## src/rtl/efx_fifo_rd_stream.sv

```systemverilog
// Read-side adapter for a standard-mode sync FIFO: credit-gated reads feed a small
// skid buffer that is drained over a valid/ready stream, with flush of all held words.
module efx_fifo_rd_stream #(
  parameter int DATA_WIDTH = 8,
  parameter int RD_LATENCY = 1
) (
  input  logic                  clk_i,
  input  logic                  rst_i,
  input  logic                  empty_i,
  output logic                  rd_en_o,
  input  logic [DATA_WIDTH-1:0] rd_data_i,
  output logic                  m_valid_o,
  input  logic                  m_ready_i,
  output logic [DATA_WIDTH-1:0] m_data_o,
  input  logic                  flush_i,
  output logic                  busy_o
);

  localparam int BUF_DEPTH = RD_LATENCY + 2;
  localparam int PW        = $clog2(BUF_DEPTH);
  localparam int CW        = $clog2(BUF_DEPTH + 1);

  logic [DATA_WIDTH-1:0] buf_mem [BUF_DEPTH];
  logic [PW-1:0]         wr_ptr_reg, wr_ptr_next;
  logic [PW-1:0]         rd_ptr_reg, rd_ptr_next;
  logic [CW-1:0]         occ_reg, occ_next;
  logic [RD_LATENCY-1:0] pipe_reg, pipe_next;
  logic [CW-1:0]         inflight;
  logic [CW:0]           credit_used;
  logic                  capture;
  logic                  pop;

  function automatic logic [PW-1:0] ptr_inc(input logic [PW-1:0] p);
    return (p == PW'(BUF_DEPTH - 1)) ? '0 : p + 1'b1;
  endfunction

  always_comb begin
    inflight = '0;
    for (int i = 0; i < RD_LATENCY; i++) begin
      inflight = inflight + CW'(pipe_reg[i]);
    end
  end

  // Every issued read already owns a buffer slot, so the buffer cannot overflow
  // regardless of what the consumer does.
  assign credit_used = {1'b0, occ_reg} + {1'b0, inflight};
  assign rd_en_o     = ~empty_i & ~flush_i & ~rst_i & (credit_used < (CW + 1)'(BUF_DEPTH));

  assign capture   = pipe_reg[RD_LATENCY-1] & ~flush_i;
  assign m_valid_o = (occ_reg != '0);
  assign pop       = m_valid_o & m_ready_i;
  assign m_data_o  = buf_mem[rd_ptr_reg];
  assign busy_o    = m_valid_o | (pipe_reg != '0);

  always_comb begin
    pipe_next    = '0;
    pipe_next[0] = rd_en_o;
    for (int i = 1; i < RD_LATENCY; i++) begin
      pipe_next[i] = pipe_reg[i-1];
    end
    wr_ptr_next = capture ? ptr_inc(wr_ptr_reg) : wr_ptr_reg;
    rd_ptr_next = pop ? ptr_inc(rd_ptr_reg) : rd_ptr_reg;
    occ_next    = occ_reg + CW'(capture) - CW'(pop);
  end

  always_ff @(posedge clk_i) begin
    if (rst_i || flush_i) begin
      occ_reg    <= '0;
      wr_ptr_reg <= '0;
      rd_ptr_reg <= '0;
      pipe_reg   <= '0;
    end else begin
      occ_reg    <= occ_next;
      wr_ptr_reg <= wr_ptr_next;
      rd_ptr_reg <= rd_ptr_next;
      pipe_reg   <= pipe_next;
    end
  end

  // Storage is not reset: contents are only visible while occupancy says so.
  always_ff @(posedge clk_i) begin
    if (capture && !rst_i) begin
      buf_mem[wr_ptr_reg] <= rd_data_i;
    end
  end

  a_no_overflow : assert property (@(posedge clk_i) disable iff (rst_i) occ_reg <= CW'(BUF_DEPTH));
  a_no_underflow : assert property (@(posedge clk_i) disable iff (rst_i) !(rd_en_o && empty_i));

endmodule

```

## config.mk

```make
export PLATFORM = sky130hd
export DESIGN_NAME = efx_fifo_rd_stream
export DESIGN_NICKNAME = d
export VERILOG_FILES = /design/src/rtl/efx_fifo_rd_stream.sv
export SDC_FILE = /design/constraint.sdc
export NUM_CORES = 1
export LEC_CHECK = 0
export CORE_ASPECT_RATIO = 1.2
export CORE_MARGIN = 8
export CORE_UTILIZATION = 55
export DETAILED_ROUTE_END_ITERATION = 16
export DONT_BUFFER_PORTS = 1
export GPL_TIMING_DRIVEN = 1
export PLACE_DENSITY_LB_ADDON = 0.08
export SYNTH_ARGS = -nofsm -noshare
export SYNTH_HDL_FRONTEND = slang
export SYNTH_SLANG_ARGS = --single-unit
```

## constraint.sdc

```tcl
create_clock -name clk_i -period 4 [get_ports clk_i]
set_clock_uncertainty 0.1 [all_clocks]
set_input_delay 0.2 -clock clk_i [delete_from_list [all_inputs] [get_ports clk_i]]
set_output_delay 0.2 -clock clk_i [all_outputs]
set_load 0.01 [all_outputs]
```

; Word-level counts from Yosys, hierarchy flattened
; Memory sizes are Yosys's and may differ from the RTL's. A register that Yosys moved wholly into a read port is not among the register bits.
; Cells that the tools add are included.
[totals]
register_bits = 7
ramBits = 24
inputBits = 13
out_inout_bits = 11
word_cells = 32
memories = 1
[op_classes]
add_sub_neg = 5
n_lt_le_gt_ge = 1
eq_ne = 2
n_mux = 6
bitwise = 9
reduce_logical = 4
[memory_table]
columns = memory, words, word_bits, read_ports, rd_ports_with_merged_regs, wr, line_no
row1 = buf_mem, 3, 8, 1, 1, 1, 23  ; logic [DATA_WIDTH-1:0] buf_mem [BUF_DEPTH];
[ops]
columns = op, n
row1 = $mux 2, 4
row2 = $and 1x1->1, 5
row3 = $add 2x1->2 const B, 2
row4 = $eq 2x2->1 const B, 2
row5 = $add 2x1->3, 1
row6 = $lt 3x2->1 const B, 1
row7 = $not 1->1, 3
row8 = $add 2x1->2, 1
row9 = $mux 1, 2
row10 = $reduce_bool 2->1, 1
row11 = $sub 2x1->2, 1
row12 = $logic_and 1x1->1, 1
row13 = $logic_not 1->1, 1
row14 = $logic_or 1x1->1, 1
row15 = $or 1x1->1, 1

; Depth between registers and ports, before layout
; Gate-level depths: netlist (run 1).
[depth]
ltp_word = 5
ltp_mapped = 6
ltp_nobuf = 6

; Worst setup path before layout (run 1)
; OpenSTA, ideal clock, no wires.
[synth_path]
kind = reg2reg
startpoint = register pipe_reg
endpoint = memory buf_mem[1][0], enable pin
setup_ns = 0.385
arrival_ns = 1.224
t_required_ns = 3.515
slack_ns = 2.291
path_stages_with_launch = 3
n_path_buf = 0
synth_period_minus_slack_ns = 1.709
cell_sequence = dfxtp_1 -> nand2_1 -> nor3b_1
[synth_via]
elab_chain_cells = 4
[synth_lines]
columns = element, line_no
row1 = "start, declared", 27  ; logic [RD_LATENCY-1:0] pipe_reg, pipe_next;
row2 = "start signal, assigned", 76  ; pipe_reg <= pipe_next;
row3 = $and 1x1->1, 49  ; assign capture = pipe_reg[RD_LATENCY-1] & ~flush_i;
row4 = $logic_and 1x1->1, 82  ; if (capture && !rst_i) begin
row5 = $mux 1, 82
row6 = $mux 1 (not written as such), 83  ; buf_mem[wr_ptr_reg] <= rd_data_i;
row7 = "end, declared", 23
; Every way passes these cells.

; Worst setup path in the final report (run 1)
[layout_path]
startpoint = input rst_i
endpoint = memory buf_mem[1][0], enable pin
[layout_via]
elab_chain_cells = 4
[layout_lines]
columns = element, line_no
row1 = "start, declared", 8  ; input logic rst_i,
row2 = $logic_not 1->1, 82
row3 = $logic_and 1x1->1, 82
row4 = $mux 1, 82
row5 = $mux 1 (not written as such), 83
; Every way passes these cells.

==> out/results.tsv, run 1 <==
metric	value	unit
most common library cells after synthesis	sky130_fd_sc_hd__edfxtp_1, sky130_fd_sc_hd__nand2_1, sky130_fd_sc_hd__dfxtp_1, sky130_fd_sc_hd__mux2i_1, sky130_fd_sc_hd__o21ai_1	
number of antenna violations at the first check in global routing	0	
period utilization	0.534	
share of cell area taken by muxes after synthesis	0.0772	
Cell variety after synth	23	
final wirelength	2160	um
number of design-rule violations left by the first detailed-router iteration	28	
wire length of the first global-routing pass	3510	um
ratio of cells with drive above 1 in the final layout	0.0991	
dominant combinational cell family by area after synthesis	simple AND/OR/NAND/NOR gates	
type of the worst setup path	in2reg	
Min-Delay Path Class	in2reg	
DRT antenna net count	0	
cell at the root of the clock tree	sky130_fd_sc_hd__clkbuf_4	
H-Tree Depth	2	
final count of negative-setup-slack endpoints	0	
max reg flops	24	
vertical die dimension	69.5	um
Worst Path Required	3.84	ns
share of the synthesized area in the top cell type	0.549	
CP Launch Type	input port	
ordered list of cells on the worst path	dlygate4sd3_1, nor2_1, nand2_1, nor3b_1	
maximum fanout along the worst path	8	
largest reg by FF count	buf_mem	
pin count of the biggest net entering global routing	17	
ratio of routed vias to standard cells	5.32	
Gate Count Post-Synth	95	
final hold viol count	0	
GP Congestion	0.677	
leftover overflow at the end of global routing	0	
Lkg Pwr	0.498	nW
post-CTS setup buffers	0	
net count of the mapped netlist	111	
area of the die	0.00421	mm2
sequential area share after synthesis	0.686	
highest cell delay on the worst timing path	1.00	ns
run status	finished clean	
number of enable flip-flop cells after synthesis	24	
average wire per standard cell	15.2	um
clock period minus worst slack	2.13	ns
cell family with the largest share of critical-path delay	simple AND/OR/NAND/NOR gates	
async set or reset register ratio after synthesis	0	
clock tree from TritonCTS	done	
Antenna Cells	0	
clock transition at the register clock pins on the worst setup and hold paths after CTS	0.09	ns
final-report max-slew violation count	0	
RSZ-0062 raised after global routing	false	
number of global-route vias before repair	816	
Chip Width	60.6	um
buffers and inverters on the worst path	1	
I/O Buffers	0	
number of CTS-inserted buffers	5	
clock network latency to the later pin of the worst-skew pair	0.32	ns
global-route usage over all layers	0.112	
slew at the pin closest to its max-slew limit	1.22	ns
synth top area cells	sky130_fd_sc_hd__edfxtp_1, sky130_fd_sc_hd__dfxtp_1, sky130_fd_sc_hd__mux2i_1	
CORE AREA	0.00228	mm2
Worst path slowest cell	sky130_fd_sc_hd__nor3b_1	
DRC violations left	0	
synthesized-area fraction occupied by xor and xnor cells	0.0133	
via count	756	
Post-Synthesis Cell Area	0.00131	mm2
simple logic cell fraction of the synthesized area	0.101	
buffers from clock root to sink, at most	2	
number of instances resized during post-cts repair	0	
Num Clock Sinks	33	
number of top-level pins	24	
initial standard-cell utilization of the core	0.575	
largest voltage drop on the vdd net	0.322	mV
floorplan row count	19	
Peak Freq	0.468	GHz
Core Util, Final	0.672	
setup tns final	0	ns
remaining max-slew budget at the tightest pin	0.187	
count of synthesis-stage warnings from yosys	0	
CP endpoint kind	register	
cell accounting for the most synthesized area	sky130_fd_sc_hd__edfxtp_1	
most frequently used cell type in the post-synthesis netlist	sky130_fd_sc_hd__edfxtp_1	
adder-cell share of the synthesized area	0.0286	
mean post-synth cell area	13.8	um2
number of register bits inferred by synthesis	33	
maximum capacitance violations	0	
complex-gate fraction of the synthesized area	0.0829	
Layout fillers	185	
area grow syn2layout	16.8	%
data arrival time of the critical path	1.98	ns
flip-flop cell with the highest count after synthesis	sky130_fd_sc_hd__edfxtp_1	
Pwr Density	421	mW/mm2
layout net count	126	
router iterations before antenna repair	4	
placed cells by master, fill, tap and decap left out, types with 3 or more instances in the layout:
master,count
sky130_fd_sc_hd__or3_1,3
sky130_fd_sc_hd__nand2_1,12
sky130_fd_sc_hd__dlygate4sd3_1,11
sky130_fd_sc_hd__o21ai_1,8
sky130_fd_sc_hd__ha_1,3
sky130_fd_sc_hd__clkbuf_4,5
sky130_fd_sc_hd__mux2i_1,9
sky130_fd_sc_hd__dfxtp_1,9
sky130_fd_sc_hd__a21oi_1,5
sky130_fd_sc_hd__edfxtp_1,24
sky130_fd_sc_hd__nor2_1,4
power by group:
| part | total [W] | switching (W) | internal [W] |
|---|---|---|---|
| sequential | 0.000370 | 0.00000214 | 0.000368 |
| combinational | 0.0000220 | 0.0000104 | 0.0000116 |
| clock | 0.000253 | 0.000104 | 0.000149 |
final timing paths:
kind	start	endpoint	slack, ns	cells past startpoint
hold reg to reg	rd_ptr_reg[0]	rd_ptr_reg[0]	0.40	2
setup / recovery	rst_i	buf_mem[1][0]	1.87	4
hold / removal	m_ready_i	register	0.06	3
setup reg to reg	pipe_reg	buf_mem[1][0]	1.88	2
tightest hold or removal path, cell delays in order:
cell and delay (ns):
sky130_fd_sc_hd__o21ai_2 0.08, sky130_fd_sc_hd__nand2_1 0.10, sky130_fd_sc_hd__a21oi_1 0.06
per-layer routing:
layer,part of all wire,global-route usage
met1,0.40,0.106
met2,0.50,0.190
met3,0.077,0.0557
met4,0.019,0.0519
met5,0,0
kinds of logic after synthesis:
family	Yosys count
flops	33
compound gates	17
xor+xnor	2
fa+ha+maj	3
simple gates	27
mux	10
buf+inv	3
per-stage QoR:
| step | cells | hold slack, ns | setup WS (ns) | instance area, um2 | power [W] |
|---|---|---|---|---|---|
| after detailed placement | 123 | 0.172 | 1.86 | 1340 | 0.000389 |
| after global routing | 142 | 0.0630 | 1.74 | 1530 | 0.000665 |
| after CTS | 142 | 0.0499 | 1.84 | 1530 | 0.000650 |
| final | 142 | 0.0630 | 1.87 | 1530 | 0.000645 |
| after global placement | 123 | 0.174 | 1.92 | 1340 | 0.000389 |
| after floorplan | 95 | 0.169 | 2.29 | 1310 | 0.000387 |
repair_timing:
item | 4_1_cts | 5_1_grt
endpoints found under the setup margin | 0 | 0
hold buffers | 11 | 0
hold endpoints to repair | 26 | 0
final cells by class:
class	count	area (um2)	area share
sequential	33	901	0.588
multi-input combinational	59	398	0.260
timing repair buffer	11	110	0.0718
clock buffer	7	55.1	0.0359
tap	31	38.8	0.0253
clock inverter	1	30.0	0.0196
(Power assumes the default switching activity.)
==> run 2, diff against run 1 <==
CORE_UTILIZATION = 54   (was 55)
clock period = 1.95 ns   (was 4 ns; I/O delays follow)
==> run 2 against run 1 <==
Effect of this change:
- worst setup slack worse by 1.8 ns
- global-route usage is 0.081 points higher
- clock power grew 51%
- clock-buffer cell count is 1 higher
- wire length down 1.1%
- first-iteration DRC count increased by 14%
- register-to-register slack got worse by 1.6 ns
- largest power group unchanged
- via count is 3.4% higher
==> out/results.tsv, run 2 (same netlist as run 1, synthesis figures left out) <==
metric	value	unit	change
run status	finished clean		
number of top-level pins	24		unchanged
initial standard-cell utilization of the core	0.569		-0.00593
GP Congestion	0.664		-1.9%
CP Launch Type	register		
placement-stage cell area	0.00136	mm2	+1.7%
Num Clock Sinks	33		unchanged
slew at the pin closest to its max-slew limit	0.505	ns	-0.711 ns
number of global-route vias before repair	816		unchanged
commonest non-fill, non-tap cell in the layout	sky130_fd_sc_hd__edfxtp_1		
RSZ-0062 raised after global routing	false		
H-Tree Depth	2		unchanged
remaining max-slew budget at the tightest pin	0.663		+0.475
router iterations before antenna repair	4		unchanged
floorplan row count	19		unchanged
clock period minus worst slack	1.84	ns	
area of the die	0.00427	mm2	+1.4%
CORE AREA	0.00231	mm2	+1.0%
Non-Filler Cell Area, Final	0.00155	mm2	+1.3%
average wire per standard cell	14.6	um	-3.8%
max reg flops	24		unchanged
final hold viol count	0		unchanged
setup tns final	0	ns	unchanged
ratio of routed vias to standard cells	5.36		+0.61%
pin count of the biggest net entering global routing	17		unchanged
Worst Path Required	1.75	ns	-2.09 ns
number of antenna violations at the first check in global routing	0		unchanged
I/O Buffers	0		unchanged
Chip Width	61.0	um	+0.68%
via count	782		+3.4%
clock transition at the register clock pins on the worst setup and hold paths after CTS	0.09	ns	about the same
Lkg Pwr	0.507	nW	+1.8%
Worst path slowest cell	sky130_fd_sc_hd__a2111oi_4		
Core Util, Final	0.673		+0.00176
cell mode on critical path	sky130_fd_sc_hd__ha_1		
leftover overflow at the end of global routing	0		unchanged
final count of negative-setup-slack endpoints	0		unchanged
cell at the root of the clock tree	sky130_fd_sc_hd__clkbuf_4		
area grow syn2layout	18.3	%	
DRT antenna net count	0		unchanged
Peak Freq	0.544	GHz	
vertical die dimension	70.0	um	+0.70%
CP endpoint kind	output port		
maximum fanout along the worst path	5		-3
largest voltage drop on the vdd net	0.548	mV	+70%
top library cells by usage in the layout, fill and taps aside	sky130_fd_sc_hd__edfxtp_1, sky130_fd_sc_hd__nand2_1, sky130_fd_sc_hd__dlygate4sd3_1		
half-perimeter wire length after placement	1420	um	
worst slack after detailed placement	0.234	ns	-1.63 ns
global-route usage over all layers	0.112		+0.000806
number of CTS-inserted buffers	5		unchanged
final wirelength	2140	um	-1.1%
wire length of the first global-routing pass	3510	um	+0.20%
cell family with the largest share of critical-path delay	adder cells		
data arrival time of the critical path	1.64	ns	-0.34 ns
highest cell delay on the worst timing path	0.43	ns	-0.57 ns
largest reg by FF count	buf_mem		
clock network latency to the later pin of the worst-skew pair	0.33	ns	about the same
buffers and inverters on the worst path	0		-1
layout net count	130		+3.2%
Antenna Cells	0		unchanged
ordered list of cells on the worst path	ha_1, ha_1, a2111oi_4		
type of the worst setup path	reg2out		
Min-Delay Path Class	in2reg		
number of design-rule violations left by the first detailed-router iteration	32		+14%
ratio of cells with drive above 1 in the final layout	0.122		+0.0226
DRC violations left	0		unchanged
post-route insts no fill	146		+2.8%
final-report max-slew violation count	0		unchanged
clock tree from TritonCTS	done		
slack of the critical path	0.111	ns	-1.75 ns
period utilization	0.943		
buffers from clock root to sink, at most	2		unchanged
maximum capacitance violations	0		unchanged
number of cells in the design after placement	126		+2.4%
Pwr Density	765	mW/mm2	+82%
## run 2: cell types whose count changed in the layout (fill, tap and decap cells not counted), sizes merged
cell	delta
buf	+3
bufinv	-1
clkbuf	+1
dlygate4sd3	+1
## run 2: worst reg2reg max path: cells and delay by family, from the launching register on
kind | cells | cell delay [ns]
AOI/OAI and AO/OA | 2 | 0.42
xor gates and xnor gates | 2 | 0.27
adders and majority gates | 1 | 0.19
DFF | 1 | 0.36
and+or+nand+nor | 1 | 0.31
## run 2: what timing repair did
item	CTS	global route
buffers inserted	0	0
hold buffers	12	0
endpoints found under the setup margin	1	1
hold endpoints to repair	31	0
resized for setup	1	1
cloned	0	0
## run 2: metrics by stage
stage / hold WS, ns / total power [W]
finish: 0.0821 / 0.00119
global route: 0.0977 / 0.00122
CTS: 0.0780 / 0.00120
detailed placement: 0.0696 / 0.000799
global placement: 0.0694 / 0.000798
floorplan: 0.0664 / 0.000795
## run 2: report_power, final
| group | total, W | leakage [nW] | switching (W) | internal (W) |
|---|---|---|---|---|
| clock | 0.000381 | 0.0326 | 0.000203 | 0.000178 |
| combinational | 0.0000480 | 0.185 | 0.0000218 | 0.0000262 |
| sequential | 0.000759 | 0.289 | 0.00000425 | 0.000755 |
| total | 0.00119 | 0.507 | 0.000229 | 0.000959 |
## run 2: cell type report
type	count	area, um2
fillers	179	753
flip-flops and latches	33	902
clock buffers	8	58.8
multi-input cells	59	410
repair buffers	15	143
well taps	31	38.8
## run 2: path summary, 6_finish.rpt
kind	slack, ns	from	cells past startpoint	endpoint
max	0.11	occ_reg[0]	3	rd_en_o
min	0.08	rst_i	2	rd_ptr_reg[1]
min reg2reg	0.41	rd_ptr_reg[0]	2	register
max reg2reg	0.24	occ_reg[0]	6	occ_reg[1]
## run 2: metal layers
metal  vias up  GRT usage  wire length, um
met5         -          0                0
met4         0     0.0519               39
met3         6     0.0604              162
met2        23      0.199             1130
met1       364     0.0969              809
li1        389          -                -
